**config.mk**
```make
export PLATFORM = sky130hd
export DESIGN_NAME = pid_steer_ctrl_p
export DESIGN_NICKNAME = d
export VERILOG_FILES = /design/src/rtl/pid_steer_ctrl_p.sv
export SDC_FILE = /design/constraint.sdc
export NUM_CORES = 1
export LEC_CHECK = 0
export ABC_AREA = 0
export CORE_MARGIN = 8
export CORE_UTILIZATION = 42
export DETAILED_ROUTE_END_ITERATION = 10
export PLACE_DENSITY_LB_ADDON = 0.3
export REMOVE_ABC_BUFFERS = 1
export SETUP_SLACK_MARGIN = 0.5
export SLEW_MARGIN = 10
export SYNTH_ARGS = -nofsm -noshare
export SYNTH_HDL_FRONTEND = slang
export SYNTH_SLANG_ARGS = --single-unit
```
**constraint.sdc**
```tcl
create_clock -name clk -period 10.7 [get_ports clk]
set_input_delay 1.07 -clock clk [delete_from_list [all_inputs] [get_ports clk]]
set_output_delay 1.07 -clock clk [all_outputs]
set_load 0.02 [all_outputs]
```
**src/rtl/pid_steer_ctrl_p.sv**
```systemverilog
// Line-follower steering PID with saturating P/I/D terms, a two-stage registered
// datapath with a valid pulse, and a forward-speed ramp/cruise/brake FSM.
module pid_steer_ctrl_p #(
  parameter int ERR_W      = 16,
  parameter int ESAT_W     = 11,
  parameter int DSAT_W     = 8,
  parameter int INT_W      = 16,
  parameter int COEF_W     = 7,
  parameter int SPD_W      = 12,
  parameter int I_SHIFT    = 6,
  parameter int STEP       = 4,
  parameter int BRAKE_STEP = 16,
  parameter int MAX_SPD    = 'h300,
  parameter int MOVE_THR   = 'h080
) (
  input  logic                    clk,
  input  logic                    rst,
  input  logic                    go,
  input  logic                    line_present,
  input  logic                    err_vld,
  input  logic signed [ERR_W-1:0] error,
  input  logic [COEF_W-1:0]       kp,
  input  logic [COEF_W-1:0]       kd,
  output logic [SPD_W-1:0]        lft_speed,
  output logic [SPD_W-1:0]        rght_speed,
  output logic                    moving,
  output logic                    out_vld,
  output logic [1:0]              state
);

  localparam int P_W   = ESAT_W + COEF_W + 1;
  localparam int DT_W  = DSAT_W + COEF_W + 1;
  localparam int DR_W  = ESAT_W + 1;
  localparam int W0    = (P_W > DT_W) ? P_W : DT_W;
  localparam int SUM_W = ((W0 > INT_W) ? W0 : INT_W) + 2;
  localparam int OUT_W = ((SUM_W > SPD_W) ? SUM_W : SPD_W) + 2;
  localparam int F_W   = SPD_W - 1;

  localparam logic signed [ERR_W-1:0]  ERR_HI  = ERR_W'((2 ** (ESAT_W - 1)) - 1);
  localparam logic signed [ERR_W-1:0]  ERR_LO  = ERR_W'(-(2 ** (ESAT_W - 1)));
  localparam logic signed [ESAT_W-1:0] ESAT_HI = {1'b0, {(ESAT_W-1){1'b1}}};
  localparam logic signed [ESAT_W-1:0] ESAT_LO = {1'b1, {(ESAT_W-1){1'b0}}};
  localparam logic signed [DR_W-1:0]   DRAW_HI = DR_W'((2 ** (DSAT_W - 1)) - 1);
  localparam logic signed [DR_W-1:0]   DRAW_LO = DR_W'(-(2 ** (DSAT_W - 1)));
  localparam logic signed [DSAT_W-1:0] DSAT_HI = {1'b0, {(DSAT_W-1){1'b1}}};
  localparam logic signed [DSAT_W-1:0] DSAT_LO = {1'b1, {(DSAT_W-1){1'b0}}};
  localparam logic signed [OUT_W-1:0]  SPD_MAX = OUT_W'((2 ** SPD_W) - 1);
  localparam logic [F_W-1:0] F_MAX  = F_W'(MAX_SPD);
  localparam logic [F_W-1:0] F_STEP = F_W'(STEP);
  localparam logic [F_W-1:0] F_BRK  = F_W'(BRAKE_STEP);
  localparam logic [F_W-1:0] F_THR  = F_W'(MOVE_THR);

  typedef enum logic [1:0] {IDLE = 2'd0, RAMP = 2'd1, CRUISE = 2'd2, BRAKE = 2'd3} state_e;

  state_e                   state_q, state_d;
  logic [F_W-1:0]           f_q, f_d;
  logic [F_W:0]             f_inc;
  logic signed [ESAT_W-1:0] e1_q, e1_d, e2_q, e2_d, err_sat;
  logic signed [DR_W-1:0]   d_raw;
  logic signed [DSAT_W-1:0] d_sat;
  logic signed [INT_W-1:0]  integ_q, integ_d, int_ext, int_sum;
  logic                     int_ovf, int_clr;
  logic                     line_prev_q, line_prev_d;
  logic signed [P_W-1:0]    p_q, p_d;
  logic signed [INT_W-1:0]  i_q, i_d;
  logic signed [DT_W-1:0]   dt_q, dt_d;
  logic                     v1_q, v1_d, out_vld_q, out_vld_d;
  logic signed [SUM_W-1:0]  s_sum, s_val;
  logic signed [OUT_W-1:0]  f_ext, lft_wide, rght_wide;
  logic [SPD_W-1:0]         lft_q, lft_d, rght_q, rght_d;

  function automatic logic [SPD_W-1:0] clamp_spd(input logic signed [OUT_W-1:0] v);
    if (v[OUT_W-1])   return '0;
    if (v > SPD_MAX)  return '1;
    return v[SPD_W-1:0];
  endfunction

  assign moving = (f_q > F_THR);

  // Forward-speed FSM; go=1 in BRAKE is only seen once IDLE is reached.
  // NOTE: every variable gets a default before the case so no path leaves one unassigned (no latch).
  always_comb begin
    state_d = state_q;
    f_d     = f_q;
    f_inc   = {1'b0, f_q} + {1'b0, F_STEP};
    unique case (state_q)
      IDLE: begin
        f_d = '0;
        if (go) state_d = RAMP;
      end
      RAMP: begin
        if (!go) begin
          state_d = BRAKE;
        end else if (err_vld) begin
          f_d = (f_inc >= {1'b0, F_MAX}) ? F_MAX : f_inc[F_W-1:0];
          if (f_d == F_MAX) state_d = CRUISE;
        end
      end
      CRUISE: if (!go) state_d = BRAKE;
      BRAKE: begin
        f_d = (f_q > F_BRK) ? (f_q - F_BRK) : '0;
        if (f_d == '0) state_d = IDLE;
      end
    endcase
  end

  always_comb begin
    if (error > ERR_HI)      err_sat = ESAT_HI;
    else if (error < ERR_LO) err_sat = ESAT_LO;
    else                     err_sat = error[ESAT_W-1:0];

    d_raw = DR_W'(err_sat) - DR_W'(e2_q);
    if (d_raw > DRAW_HI)      d_sat = DSAT_HI;
    else if (d_raw < DRAW_LO) d_sat = DSAT_LO;
    else                      d_sat = d_raw[DSAT_W-1:0];

    e1_d = err_vld ? err_sat : e1_q;
    e2_d = err_vld ? e1_q : e2_q;

    // Same-sign operands whose sum changes sign would wrap: hold instead.
    int_ext = INT_W'(err_sat);
    int_sum = integ_q + int_ext;
    int_ovf = (integ_q[INT_W-1] == int_ext[INT_W-1]) && (int_sum[INT_W-1] != integ_q[INT_W-1]);
    line_prev_d = line_present;
    int_clr = (line_present && !line_prev_q) || !moving || (state_q == IDLE) || (state_q == BRAKE);
    integ_d = integ_q;
    if (int_clr)                  integ_d = '0;
    else if (err_vld && !int_ovf) integ_d = int_sum;

    v1_d = err_vld;
    p_d  = p_q;
    i_d  = i_q;
    dt_d = dt_q;
    if (err_vld) begin
      p_d  = P_W'($signed({1'b0, kp})) * P_W'(err_sat);
      i_d  = integ_q >>> I_SHIFT;
      dt_d = DT_W'($signed({1'b0, kd})) * DT_W'(d_sat);
    end

    // Sum and speed arithmetic are wide enough that no gain setting can wrap before the clamp.
    s_sum     = SUM_W'(p_q) + SUM_W'(i_q) + SUM_W'(dt_q);
    s_val     = s_sum >>> 3;
    f_ext     = OUT_W'($signed({1'b0, f_q}));
    lft_wide  = f_ext + OUT_W'(s_val);
    rght_wide = f_ext - OUT_W'(s_val);
    out_vld_d = v1_q;
    lft_d     = lft_q;
    rght_d    = rght_q;
    if (v1_q) begin
      lft_d  = moving ? clamp_spd(lft_wide)  : {1'b0, f_q};
      rght_d = moving ? clamp_spd(rght_wide) : {1'b0, f_q};
    end
  end

  // NOTE: non-blocking assignments here so every flop samples pre-edge values.
  always_ff @(posedge clk) begin
    if (rst) begin
      state_q     <= IDLE;
      f_q         <= '0;
      e1_q        <= '0;
      e2_q        <= '0;
      integ_q     <= '0;
      line_prev_q <= 1'b0;
      p_q         <= '0;
      i_q         <= '0;
      dt_q        <= '0;
      v1_q        <= 1'b0;
      out_vld_q   <= 1'b0;
      lft_q       <= '0;
      rght_q      <= '0;
    end else begin
      state_q     <= state_d;
      f_q         <= f_d;
      e1_q        <= e1_d;
      e2_q        <= e2_d;
      integ_q     <= integ_d;
      line_prev_q <= line_prev_d;
      p_q         <= p_d;
      i_q         <= i_d;
      dt_q        <= dt_d;
      v1_q        <= v1_d;
      out_vld_q   <= out_vld_d;
      lft_q       <= lft_d;
      rght_q      <= rght_d;
    end
  end

  assign lft_speed  = lft_q;
  assign rght_speed = rght_q;
  assign out_vld    = out_vld_q;
  assign state      = state_q;

endmodule

```
# After elaboration in Yosys (flattened, before gate mapping)

Index checks and enable logic that the tools add are counted.
W data, S select, Z words.

Output and inout port bits: 28
Word-level logic and storage cells: 96
Register bits after elaboration: 123

Reductions and logical operators: 15
$add $sub $neg: 8
Muxes and demuxes: 36
Multiply operators: 2
Order comparisons: 9
Eq/ne operators: 13

Operators by type and width:

| kind                    | number |
|---|---|
| $mux W12                | 10 |
| $mux W11                | 6 |
| $gt A19 B13 Y1 const B  | 2 |
| $pmux W11 S3            | 1 |
| $add A20 B16 Y21        | 1 |
| $add A19 B10 Y20        | 1 |
| $add A12 B18 Y19        | 1 |
| $mul A8 B11 Y19         | 1 |
| $sub A12 B18 Y19        | 1 |
| $add A16 B11 Y16        | 1 |
| $gt A16 B11 Y1 const B  | 1 |
| $lt A16 B11 Y1 const B  | 1 |
| $mul A8 B8 Y16          | 1 |
| $mux W8                 | 2 |
| $add A11 B3 Y12 const B | 1 |
| $ge A12 B10 Y1 const B  | 1 |
| $gt A12 B8 Y1 const B   | 1 |
| $lt A12 B8 Y1 const B   | 1 |
| $mux W2                 | 6 |
| $sub A11 B11 Y12        | 1 |
| $eq A11 B10 Y1 const B  | 1 |
| $gt A11 B5 Y1 const B   | 1 |
| $gt A11 B8 Y1 const B   | 1 |
| $logic_not A11 Y1       | 1 |
| 17 further kinds        | 38 |

# Logic depth before layout (Yosys ltp)

Gate-level depths: netlist of run 1.

Depth in word-level cells: 10
Depth in mapped cells: 37

# Worst setup path after synthesis of run 1

OpenSTA, ideal clock, no wires.

Path type: input-to-reg
From: input error[10]
To: register dt_q[12]
Required time: 10.630 ns
Arrival: 8.016 ns
Buffers on the path: 1
Slack: 2.614 ns
Stages: 32
Cell sequence: nor3_1 a21oi_1 o21a_1 clkbuf_1 inv_1 ha_1 fa_1 nor2b_1 o21ai_0 a21boi_0 o21ai_0 a21oi_1 xnor2_1 or4_1 a21boi_0 o21ai_0 fa_1 fa_1 inv_1 fa_1 inv_1 fa_1 inv_1 ha_1 o21ai_0 a21boi_0 o21ai_0 a21oi_1 o21ai_0 a21boi_0 or3_1 a21oi_1

Word-level cells in the longest chain between the ends: 8

Ends and longest elaborated chain:

| item                 | RTL line | RTL |
|---|---|---|
| from (decl)          | 21       | `input logic signed [ERR_W-1:0] error,` |
| $lt A16 B11 Y1       | 109      | `else if (error < ERR_LO) err_sat = ESAT_LO;` |
| $mux W11             | 109      |  |
| $mux W11 (*)         | 108      | `if (error > ERR_HI) err_sat = ESAT_HI;` |
| named net err_sat[0] | 58       | `logic signed [ESAT_W-1:0] e1_q, e1_d, e2_q, e2_d, err_sat;` |
| $sub A11 B11 Y12 (*) | 112      | `d_raw = DR_W'(err_sat) - DR_W'(e2_q);` |
| $lt A12 B8 Y1        | 114      | `else if (d_raw < DRAW_LO) d_sat = DSAT_LO;` |
| $mux W8              | 114      |  |
| $mux W8 (*)          | 113      | `if (d_raw > DRAW_HI) d_sat = DSAT_HI;` |
| $mul A8 B8 Y16 (*)   | 137      | `dt_d = DT_W'($signed({1'b0, kd})) * DT_W'(d_sat);` |
| to (signal assigned) | 180      | `dt_q <= dt_d;` |
| to (decl)            | 66       | `logic signed [DT_W-1:0] dt_q, dt_d;` |

The timed path passes the listed nets; every way through them passes the cells marked *.
A chain may end at the register's enable or synchronous reset.

# Worst setup path in the final report of run 1

From: input error[15]
To: register dt_q[12]

Word-level cells in the longest chain between the ends: 8

Ends and longest elaborated chain:

| item                 | RTL line |
|---|---|
| $lt A16 B11 Y1       | 109 |
| $mux W11             | 109 |
| $mux W11 (*)         | 108 |
| $sub A11 B11 Y12 (*) | 112 |
| $lt A12 B8 Y1        | 114 |
| $mux W8              | 114 |
| $mux W8 (*)          | 113 |
| $mul A8 B8 Y16 (*)   | 137 |

Every way passes the cells marked *; elsewhere a longest branch is shown, timed or not.

==> results.json, run 1 <==
{
  "status": "complete, no violations",
  "worst-path-buf-inv": 6,
  "drt-pass1-iter-count": 5,
  "setup_viol_count_final": 0,
  "power_density_mw_per_mm2": 211.6,
  "num_vias": 11837,
  "synth_edf_count": 0,
  "p_switching_mw": 1.573,
  "grt_pass1_wl_um": 59230,
  "wl_um": 35790,
  "antenna_found_initial": 0,
  "die-height_um": 199.5,
  "cts_buffers": 17,
  "cts.reportedPaths.clkPinSlew_ps": 60,
  "grt_max_degree": 78,
  "cts_resized": 0,
  "peakVddDrop_mv": 0.1494,
  "crit_type": "in2reg",
  "insertion_delay_ps": 430,
  "ys_ff_latch": 123,
  "root_buffer": "clkbuf_16",
  "wl_per_cell_um": 16.45,
  "cts.path.max_buffers": 2,
  "path_depth": 32,
  "yosysSeqAreaShare": 0.1741,
  "seqPwrFrac": 0.168,
  "whs_path_depth": 2,
  "viasPerCell": 5.440,
  "slew_headroom": 0.2716,
  "postRouteAntennaNets": 0,
  "slowest_delay_ps": 730,
  "core_area_mm2": 0.03336,
  "syn_area_per_cell_um2": 8.408,
  "reg2regPathDepth": 29,
  "finalHoldViolCount": 0,
  "worst_path_most_repeated_cell": "o21ai_0",
  "drcViolationCount": 0,
  "dpl_cell_area_mm2": 0.01515,
  "grt.total_usage": 0.1828,
  "fin_crit_sh": 0.8711,
  "ys.flop_type": "dfxtp_1",
  "syn_inst": 1682,
  "p_sw_frac": 0.4722,
  "cp-end-kind": "flip-flop",
  "crit_slowest_cell": "a21oi_1",
  "htreeDepth": 4,
  "gp_congestion": 0.9166,
  "fin_util": 0.4720,
  "dpl.hpwl_um": 28340,
  "area_growth_pct": 11.36,
  "antenna_cells": 0,
  "synth_top_area_share": 0.1741,
  "fmaxAchievable_mhz": 107.3,
  "num_io_pins": 63,
  "first_global_vias": 11747,
  "fp.dieW_um": 199.5,
  "grt_overflow": 0,
  "synth_top_cell_by_area": "dfxtp_1",
  "worst-slew-pin-transition_ps": 1089,
  "finClkSkew_ps": 15.31,
  "p_int_mw": 1.759,
  "pwr-share-comb": 0.652,
  "num_rows": 67,
  "cap_violations": 0,
  "rsz0062_at_grt": "false",
  "ys.warnings.count": 0,
  "cts_tree": "built",
  "synth.area.top_cells": "dfxtp_1, fa_1, ha_1",
  "portBuffers": 62,
  "clockPowerShare": 0.181,
  "ys_types": 92,
  "finalNetCount": 2024,
  "setup_tns_ps": 0,
  "clock_sinks": 123,
  "arrival_ps": 9670,
  "worst_setup_path_start_kind": "primary input",
  "drive_gt1_frac": 0.05787,
  "crit_path_max_fanout": 15,
  "power.leakage_nw": 7.062,
  "critPathRequiredTime_ps": 11050,
  "syn_area_mm2": 0.01414,
  "hold_path_class": "reg2reg",
  "final_cell_mix": "inv_1, ha_1, nor2_1, dfxtp_1, fa_1",
  "final_common_cell": "inv_1",
  "async_flop_share": 0,
  "hold_buffers": 0,
  "period_needed_ps": 9320,
  "dr.first_iter.drc_count": 729,
  "drv_slew": 0,
  "start_util": 0.4239,
  "postCtsSetupBuffers": 0,
  "die_area_mm2": 0.03980,
  "crit_family": "compound AO/OA/AOI/OAI gates",
  "stdcell_area_mm2": 0.01575
}
registers in the layout (all words and copies together), names as in the netlist:
name         flops
e2_q            11
dt_q            16
e1_q            11
p_q             19
out_vld          1
f_q             11
lft_speed       12
i_q             10
rght_speed      12
integ_q         16
state            2
line_prev_q      1
out_vld_d        1
cell type report:
cell class                 instances  area [um2]
tap                              448       560.5
sequential                       123        2462
inverter                         224       840.8
clock inverter                    14       160.2
clock buffer                      18       439.2
fill                            3286       17620
timing repair buffer              75       710.7
multi-input combinational       1274       10580
power groups by stage:
stage          Combinational, mW  Sequential [mW]  Clock (mW)
6_report                    2.17            0.559       0.602
3_3_place_gp                2.12            0.568           0
2_1_floorplan               1.63            0.563           0
3_5_place_dp                2.17            0.569           0
4_1_cts                     2.18            0.560       0.615
5_1_grt                     2.46            0.565       0.634
synthesized netlist by cell type (42+ instances only):
| cell type | n |
|---|---|
| nor2_1 | 152 |
| fa_1 | 114 |
| inv_1 | 222 |
| and2_1 | 66 |
| clkbuf_1 | 42 |
| nand2_1 | 86 |
| a21oi_1 | 113 |
| o21ai_0 | 82 |
| ha_1 | 160 |
| xnor2_1 | 50 |
| dfxtp_1 | 123 |
| mux2i_1 | 65 |
cells by family (layout without fill, tap and decap cells):
group / after synthesis / count (layout) / share of synthesized area
and+or+nand+nor: 471 / 471 / 0.1680
AOI/OAI and AO/OA: 395 / 395 / 0.1879
buffers and inverters: 285 / 331 / 0.07812
adders and majority gates: 274 / 274 / 0.3029
DFF: 123 / 123 / 0.1741
xor gates and xnor gates: 68 / 68 / 0.04211
muxes: 66 / 66 / 0.04680
routing by layer:
layer  up-vias  wire length, um  GRT usage
met5         -                0          0
met4         0              878    0.06049
met2       252            16830     0.3111
met3        44             1544    0.02930
met1      5693            16530     0.2331
li1       5848                -          -
tightest hold or removal path, stage by stage, from the launching register on:
cell,delay (ps)
dfxtp_1,310
nand2_1,60
a21oi_1,50
worst paths after layout:
| path | from | endpoint | slack, ps |
|---|---|---|---|
| setup reg to reg | e2_q[1] | dt_q[12] | 3330 |
| setup / recovery | error[15] | dt_q[12] | 1380 |
| hold reg to reg | p_q[0] | p_q[0] | 470 |
| hold / removal | p_q[0] | p_q[0] | 470 |
metrics by stage:
step,total power [mW],setup WS (ps),cells,hold slack (ps)
2_1_floorplan,2.194,2501,1621,439.2
3_3_place_gp,2.692,1275,2144,453.2
3_5_place_dp,2.741,988.9,2144,457.8
4_1_cts,3.358,1427,2176,472.8
5_1_grt,3.657,525.5,2176,493.0
6_report,3.332,1380,2176,470.2
No activity file was read; power rests on OpenSTA's default activity.
==> inputs of run 2 (changes only) <==
--- a/config.mk
+++ b/config.mk
@@ -7,7 +7,7 @@
 export LEC_CHECK = 0
 export ABC_AREA = 0
 export CORE_MARGIN = 8
-export CORE_UTILIZATION = 42
+export CORE_UTILIZATION = 50
 export DETAILED_ROUTE_END_ITERATION = 10
 export PLACE_DENSITY_LB_ADDON = 0.3
 export REMOVE_ABC_BUFFERS = 1
==> constraint.sdc (replaced) <==
create_clock -name clk -period 8.4 [get_ports clk]
set_input_delay 0.84 -clock clk [delete_from_list [all_inputs] [get_ports clk]]
set_output_delay 0.84 -clock clk [all_outputs]
set_load 0.02 [all_outputs]
==> run 2 against run 1 <==
Compared with the run above: design area rose by 1.9%; first-iteration DRC count is 8.9% higher; total power grew 30%; wire length increased by 1.4%; critical path depth decreased by 1; critical path type unchanged; highest routed layer unchanged.
==> results.json, run 2 (synthesis gave the netlist of run 1 again) <==
{
  "reg2reg_slack_ps": 1820,
  "period_needed_ps": 7537,
  "gp_congestion": 0.8873,
  "largest_reg_flops": 19,
  "portBuffers": 62,
  "power.leakage_nw": 7.251,
  "top_regs": "p_q x19, dt_q x16, integ_q x16",
  "top_register": "p_q",
  "rsz0062_at_grt": "false",
  "setup_ws_ps": 863.2,
  "dpl.hpwl_um": 28680,
  "finalHoldViolCount": 0,
  "grt_max_degree": 81,
  "seqCellArea_mm2": 0.002462,
  "core_area_mm2": 0.02786,
  "cts_tree": "built",
  "finalNetCount": 2057,
  "slowest_delay_ps": 550,
  "multiInputGateArea_mm2": 0.01069,
  "drv_slew": 0,
  "dpl_worst_slack_ps": -163.9,
  "viasPerCell": 5.599,
  "wl_per_cell_um": 16.96,
  "fp.dieW_um": 184.2,
  "power_density_mw_per_mm2": 269.8,
  "start_util": 0.5077,
  "num_rows": 61,
  "reg2regPathDepth": 28,
  "die_area_mm2": 0.03392,
  "crit_slowest_cell": "fa_1",
  "clock_sinks": 123,
  "stdcell_area_mm2": 0.01605,
  "root_buffer": "clkbuf_16",
  "cap_violations": 0,
  "dr.first_iter.drc_count": 794,
  "arrival_ps": 7890,
  "critPathRequiredTime_ps": 8760,
  "num_io_pins": 63,
  "die-height_um": 184.2,
  "cts.path.max_buffers": 2,
  "area_growth_pct": 13.47,
  "min-delay-start": "lft_speed[9]",
  "grt.total_usage": 0.2173,
  "setup_viol_count_final": 0,
  "cts.reportedPaths.clkPinSlew_ps": 60,
  "num_vias": 11976,
  "htreeDepth": 4,
  "status": "complete, no violations",
  "final_cell_mix": "inv_1, ha_1, nor2_1, dfxtp_1, fa_1",
  "crit_type": "in2reg",
  "dpl_cell_area_mm2": 0.01526,
  "worst-slew-pin-transition_ps": 1163,
  "fillers": 2472,
  "antenna_cells": 0,
  "slew_headroom": 0.2225,
  "final_common_cell": "inv_1",
  "grt_overflow": 0,
  "finClkSkew_ps": 16.22,
  "power.total_mw": 4.329,
  "first_global_vias": 11912,
  "crit_path_max_fanout": 9,
  "wl_um": 36270,
  "drive_gt1_frac": 0.08915,
  "whs_path_depth": 2,
  "hold_end": "lft_speed[9]",
  "fmaxAchievable_mhz": 132.7,
  "insertion_delay_ps": 440,
  "hold_path_class": "reg2reg",
  "drcViolationCount": 0,
  "timing.rr.end": "dt_q[12]",
  "cts_buffers": 17,
  "fin_crit_sh": 0.8972,
  "antenna_found_initial": 0,
  "reg2reg_from": "e2_q[1]",
  "postRouteAntennaNets": 0,
  "cp-end-kind": "flip-flop",
  "drt-pass1-iter-count": 5,
  "hold_buffers": 0,
  "grt_pass1_wl_um": 59950,
  "worst_setup_path_start_kind": "primary input",
  "peakVddDrop_mv": 0.1482
}
## run 2: power breakdown
group | internal, mW | leakage [nW] | switching [mW]
clock network | 0.414 | 0.275 | 0.311
registers | 0.652 | 1.00 | 0.0612
logic | 1.24 | 5.97 | 1.65
## run 2: worst max-delay path by stage
| stage | startpoint | end | slack (ps) | cells after the start |
|---|---|---|---|---|
| 2_1_floorplan | error[10] | dt_q[12] | 430 | 30 |
| 3_3_place_gp | error[15] | dt_q[12] | -30 | 34 |
| 3_5_place_dp | error[15] | dt_q[12] | -160 | 34 |
| 4_1_cts | error[12] | dt_q[12] | 540 | 33 |
| 5_1_grt | error[11] | dt_q[12] | 460 | 29 |
| 6_report | error[12] | dt_q[12] | 860 | 31 |
## run 2: cell type report
class                           instances  share of cell area
Multi-Input combinational cell       1274              0.6664
Sequential cell                       123              0.1535
Timing Repair Buffer                  108             0.06261
Inverter                              224             0.05263
Tap cell                              378             0.02947
Clock buffer                           18             0.02674
Clock inverter                         14            0.008655
## run 2: worst max-delay path, delay by kind of cell
| kind | cells | cell delay, ps |
|---|---|---|
| fa+ha+maj | 6 | 2680 |
| compound gates | 12 | 1740 |
| xor+xnor | 1 | 340 |
| buf+inv | 7 | 1040 |
| simple gates | 5 | 1270 |
## run 2: metal layers
metal  up-vias  global-route usage  share of wire
met4         0             0.08196          0.035
met1      5727              0.2656           0.44
met5         -                   0              0
li1       5888                   -              -
met3        65             0.03347          0.041
met2       296              0.3800           0.49
## run 2: metrics by stage
stage          setup TNS (ps)    util  std cells  hold slack (ps)
6_report                    0  0.5760       2139            466.1
5_1_grt                     0  0.5760       2139            490.8
4_1_cts                     0  0.5687       2131            472.2
3_5_place_dp           -432.3  0.5479       2099            458.7
3_3_place_gp           -33.69  0.5479       2099            452.5
2_1_floorplan               0       -       1621            439.2
## run 2: timing repair
item	4_1_cts	5_1_grt
resized for setup	9	47
setup buffers	0	7
gates cloned	0	1
pin swaps	0	17
endpoints found under the setup margin	4	7
==> inputs of run 3 (changes only) <==
--- a/config.mk
+++ b/config.mk
@@ -7,8 +7,9 @@
 export LEC_CHECK = 0
 export ABC_AREA = 0
 export CORE_MARGIN = 8
-export CORE_UTILIZATION = 50
+export CORE_UTILIZATION = 35
 export DETAILED_ROUTE_END_ITERATION = 10
+export GPL_TIMING_DRIVEN = 0
 export PLACE_DENSITY_LB_ADDON = 0.3
 export REMOVE_ABC_BUFFERS = 1
 export SETUP_SLACK_MARGIN = 0.5
==> run 3 against run 2 <==
Compared with the run above: wire length decreased by 0.98%; worst setup slack got worse by 2.3 ps; sequential cell count stayed put; die area up 39%; critical path type unchanged; highest routed layer unchanged; clock skew shrank 1.6 ps; design area up 1.8%; register-to-register slack lost 60 ps.
==> results.json, run 3 (synthesis gave the netlist of run 1 again) <==
{
  "status": "complete, no violations",
  "grt_max_degree": 76,
  "timing.rr.end": "dt_q[13]",
  "viasPerCell": 5.216,
  "reg2reg_slack_ps": 1760,
  "portBuffers": 62,
  "insertion_delay_ps": 430,
  "setup_viol_count_final": 0,
  "start_util": 0.3551,
  "dpl.hpwl_um": 27350,
  "drv_slew": 0,
  "finalNetCount": 2041,
  "rsz0062_at_grt": "false",
  "core_area_mm2": 0.03982,
  "grt_pass1_wl_um": 59010,
  "wl_um": 35920,
  "dr.first_iter.drc_count": 705,
  "timing.hold.ws_ps": 478.8,
  "worst_setup_path_start_kind": "primary input",
  "final_cell_mix": "inv_1, ha_1, nor2_1, dfxtp_1, fa_1",
  "antenna_found_initial": 0,
  "drt-pass1-iter-count": 5,
  "fin_crit_sh": 0.8975,
  "die-height_um": 217.0,
  "arrival_ps": 7830,
  "hold_buffers": 0,
  "gp_congestion": 0.8849,
  "worst-slew-pin-transition_ps": 1139,
  "clock_sinks": 123,
  "stdcell_area_mm2": 0.01633,
  "wl_per_cell_um": 15.84,
  "grt.total_usage": 0.1505,
  "fp.dieW_um": 217.0,
  "crit_path_max_fanout": 19,
  "largest_reg_flops": 19,
  "antenna_cells": 0,
  "drcViolationCount": 0,
  "whs_path_depth": 2,
  "crit_slowest_cell": "fa_1",
  "numPlacedInstances": 2210,
  "area_growth_pct": 15.49,
  "root_buffer": "clkbuf_16",
  "instances_no_fill": 2268,
  "critPathRequiredTime_ps": 8690,
  "reg2reg_from": "e2_q[1]",
  "finalHoldViolCount": 0,
  "die_area_mm2": 0.04710,
  "cp-end-kind": "flip-flop",
  "cts.reportedPaths.clkPinSlew_ps": 50,
  "period_needed_ps": 7539,
  "peakVddDrop_mv": 0.1785,
  "first_global_vias": 11650,
  "power.leakage_nw": 7.267,
  "cts_buffers": 17,
  "drive_gt1_frac": 0.09581,
  "cts_tree": "built",
  "cp-startpoint": "error[15]",
  "top_regs": "p_q x19, dt_q x16, integ_q x16",
  "slew_headroom": 0.2382,
  "num_io_pins": 63,
  "grt_overflow": 0,
  "power_density_mw_per_mm2": 271.0,
  "hold_path_class": "reg2reg",
  "postRouteAntennaNets": 0,
  "setup_ws_ps": 861.0,
  "reg2regPathDepth": 28,
  "cts.path.max_buffers": 2,
  "crit_type": "in2reg",
  "dpl_worst_slack_ps": -2165,
  "dpl_cell_area_mm2": 0.01521,
  "slowest_delay_ps": 550,
  "final_common_cell": "inv_1",
  "fin_util": 0.4101,
  "cap_violations": 0,
  "num_vias": 11829,
  "htreeDepth": 4,
  "top_register": "p_q",
  "num_rows": 73,
  "fmaxAchievable_mhz": 132.6,
  "critPathCapture": "dt_q[13]",
  "finClkSkew_ps": 14.62
}
-- run 3: cell count changes in the layout (fill, tap and decap cells not counted), moves of 4 or more --
cell	before	now
buf_4	43	29
clkdlybuf4s50_1	60	54
clkinv_4	4	0
dlymetal6s2s_1	0	5
o21a_1	20	10
o21a_2	1	5
o21a_4	0	6
o21ai_0	66	61
o21ai_1	21	17
o21ai_2	8	13
o21ai_4	0	4
-- run 3: layer usage --
metal,routed length [um],global-route usage
met5,0,0
met4,609,0.03810
met3,1231,0.02164
met2,17060,0.2562
met1,17020,0.1981
-- run 3: worst min path at each step --
stage                   start             end
2_1_floorplan          p_q[0]          p_q[0]
4_1_cts           integ_q[14]     integ_q[14]
6_report          integ_q[14]     integ_q[14]
3_5_place_dp   rght_speed[10]  rght_speed[10]
3_3_place_gp    rght_speed[9]   rght_speed[9]
5_1_grt        rght_speed[10]  rght_speed[10]
-- run 3: through the flow --
| stage | power, mW | setup TNS, ps |
|---|---|---|
| floorplan | 2.794 | 0 |
| global placement | 3.427 | -17160 |
| detailed placement | 3.454 | -17140 |
| CTS | 4.309 | 0 |
| global route | 4.858 | 0 |
| finish | 4.426 | 0 |
-- run 3: cell type report --
cell class | instances | area (um2)
fillers | 4063 | 23490
clock buffers | 23 | 478.0
multi-input cells | 1275 | 10900
flip-flops and latches | 123 | 2462
well taps | 525 | 656.9
inverters | 224 | 844.6
clock inverters | 7 | 115.1
repair buffers | 91 | 880.8
-- run 3: worst max-delay path, delay by kind of cell --
kind                       cells  cell delay, ps
AOI/OAI and AO/OA             14            2640
xor gates and xnor gates       1             200
adders and majority gates      6            2720
buffers and inverters          7            1170
and+or+nand+nor                1             240
-- run 3: report_power, final --
group | internal (mW) | leakage, nW | switching, mW
clock | 0.486 | 0.285 | 0.273
combinational | 1.24 | 5.98 | 1.72
sequential | 0.652 | 1.00 | 0.0616
total | 2.37 | 7.27 | 2.05
-- run 3: what timing repair did --
item / 4_1_cts / 5_1_grt
setup buffers: 12 / 15
setup endpoints to repair: 12 / 7
resized for setup: 62 / 52
gates cloned: 0 / 1
pin swaps: 11 / 33
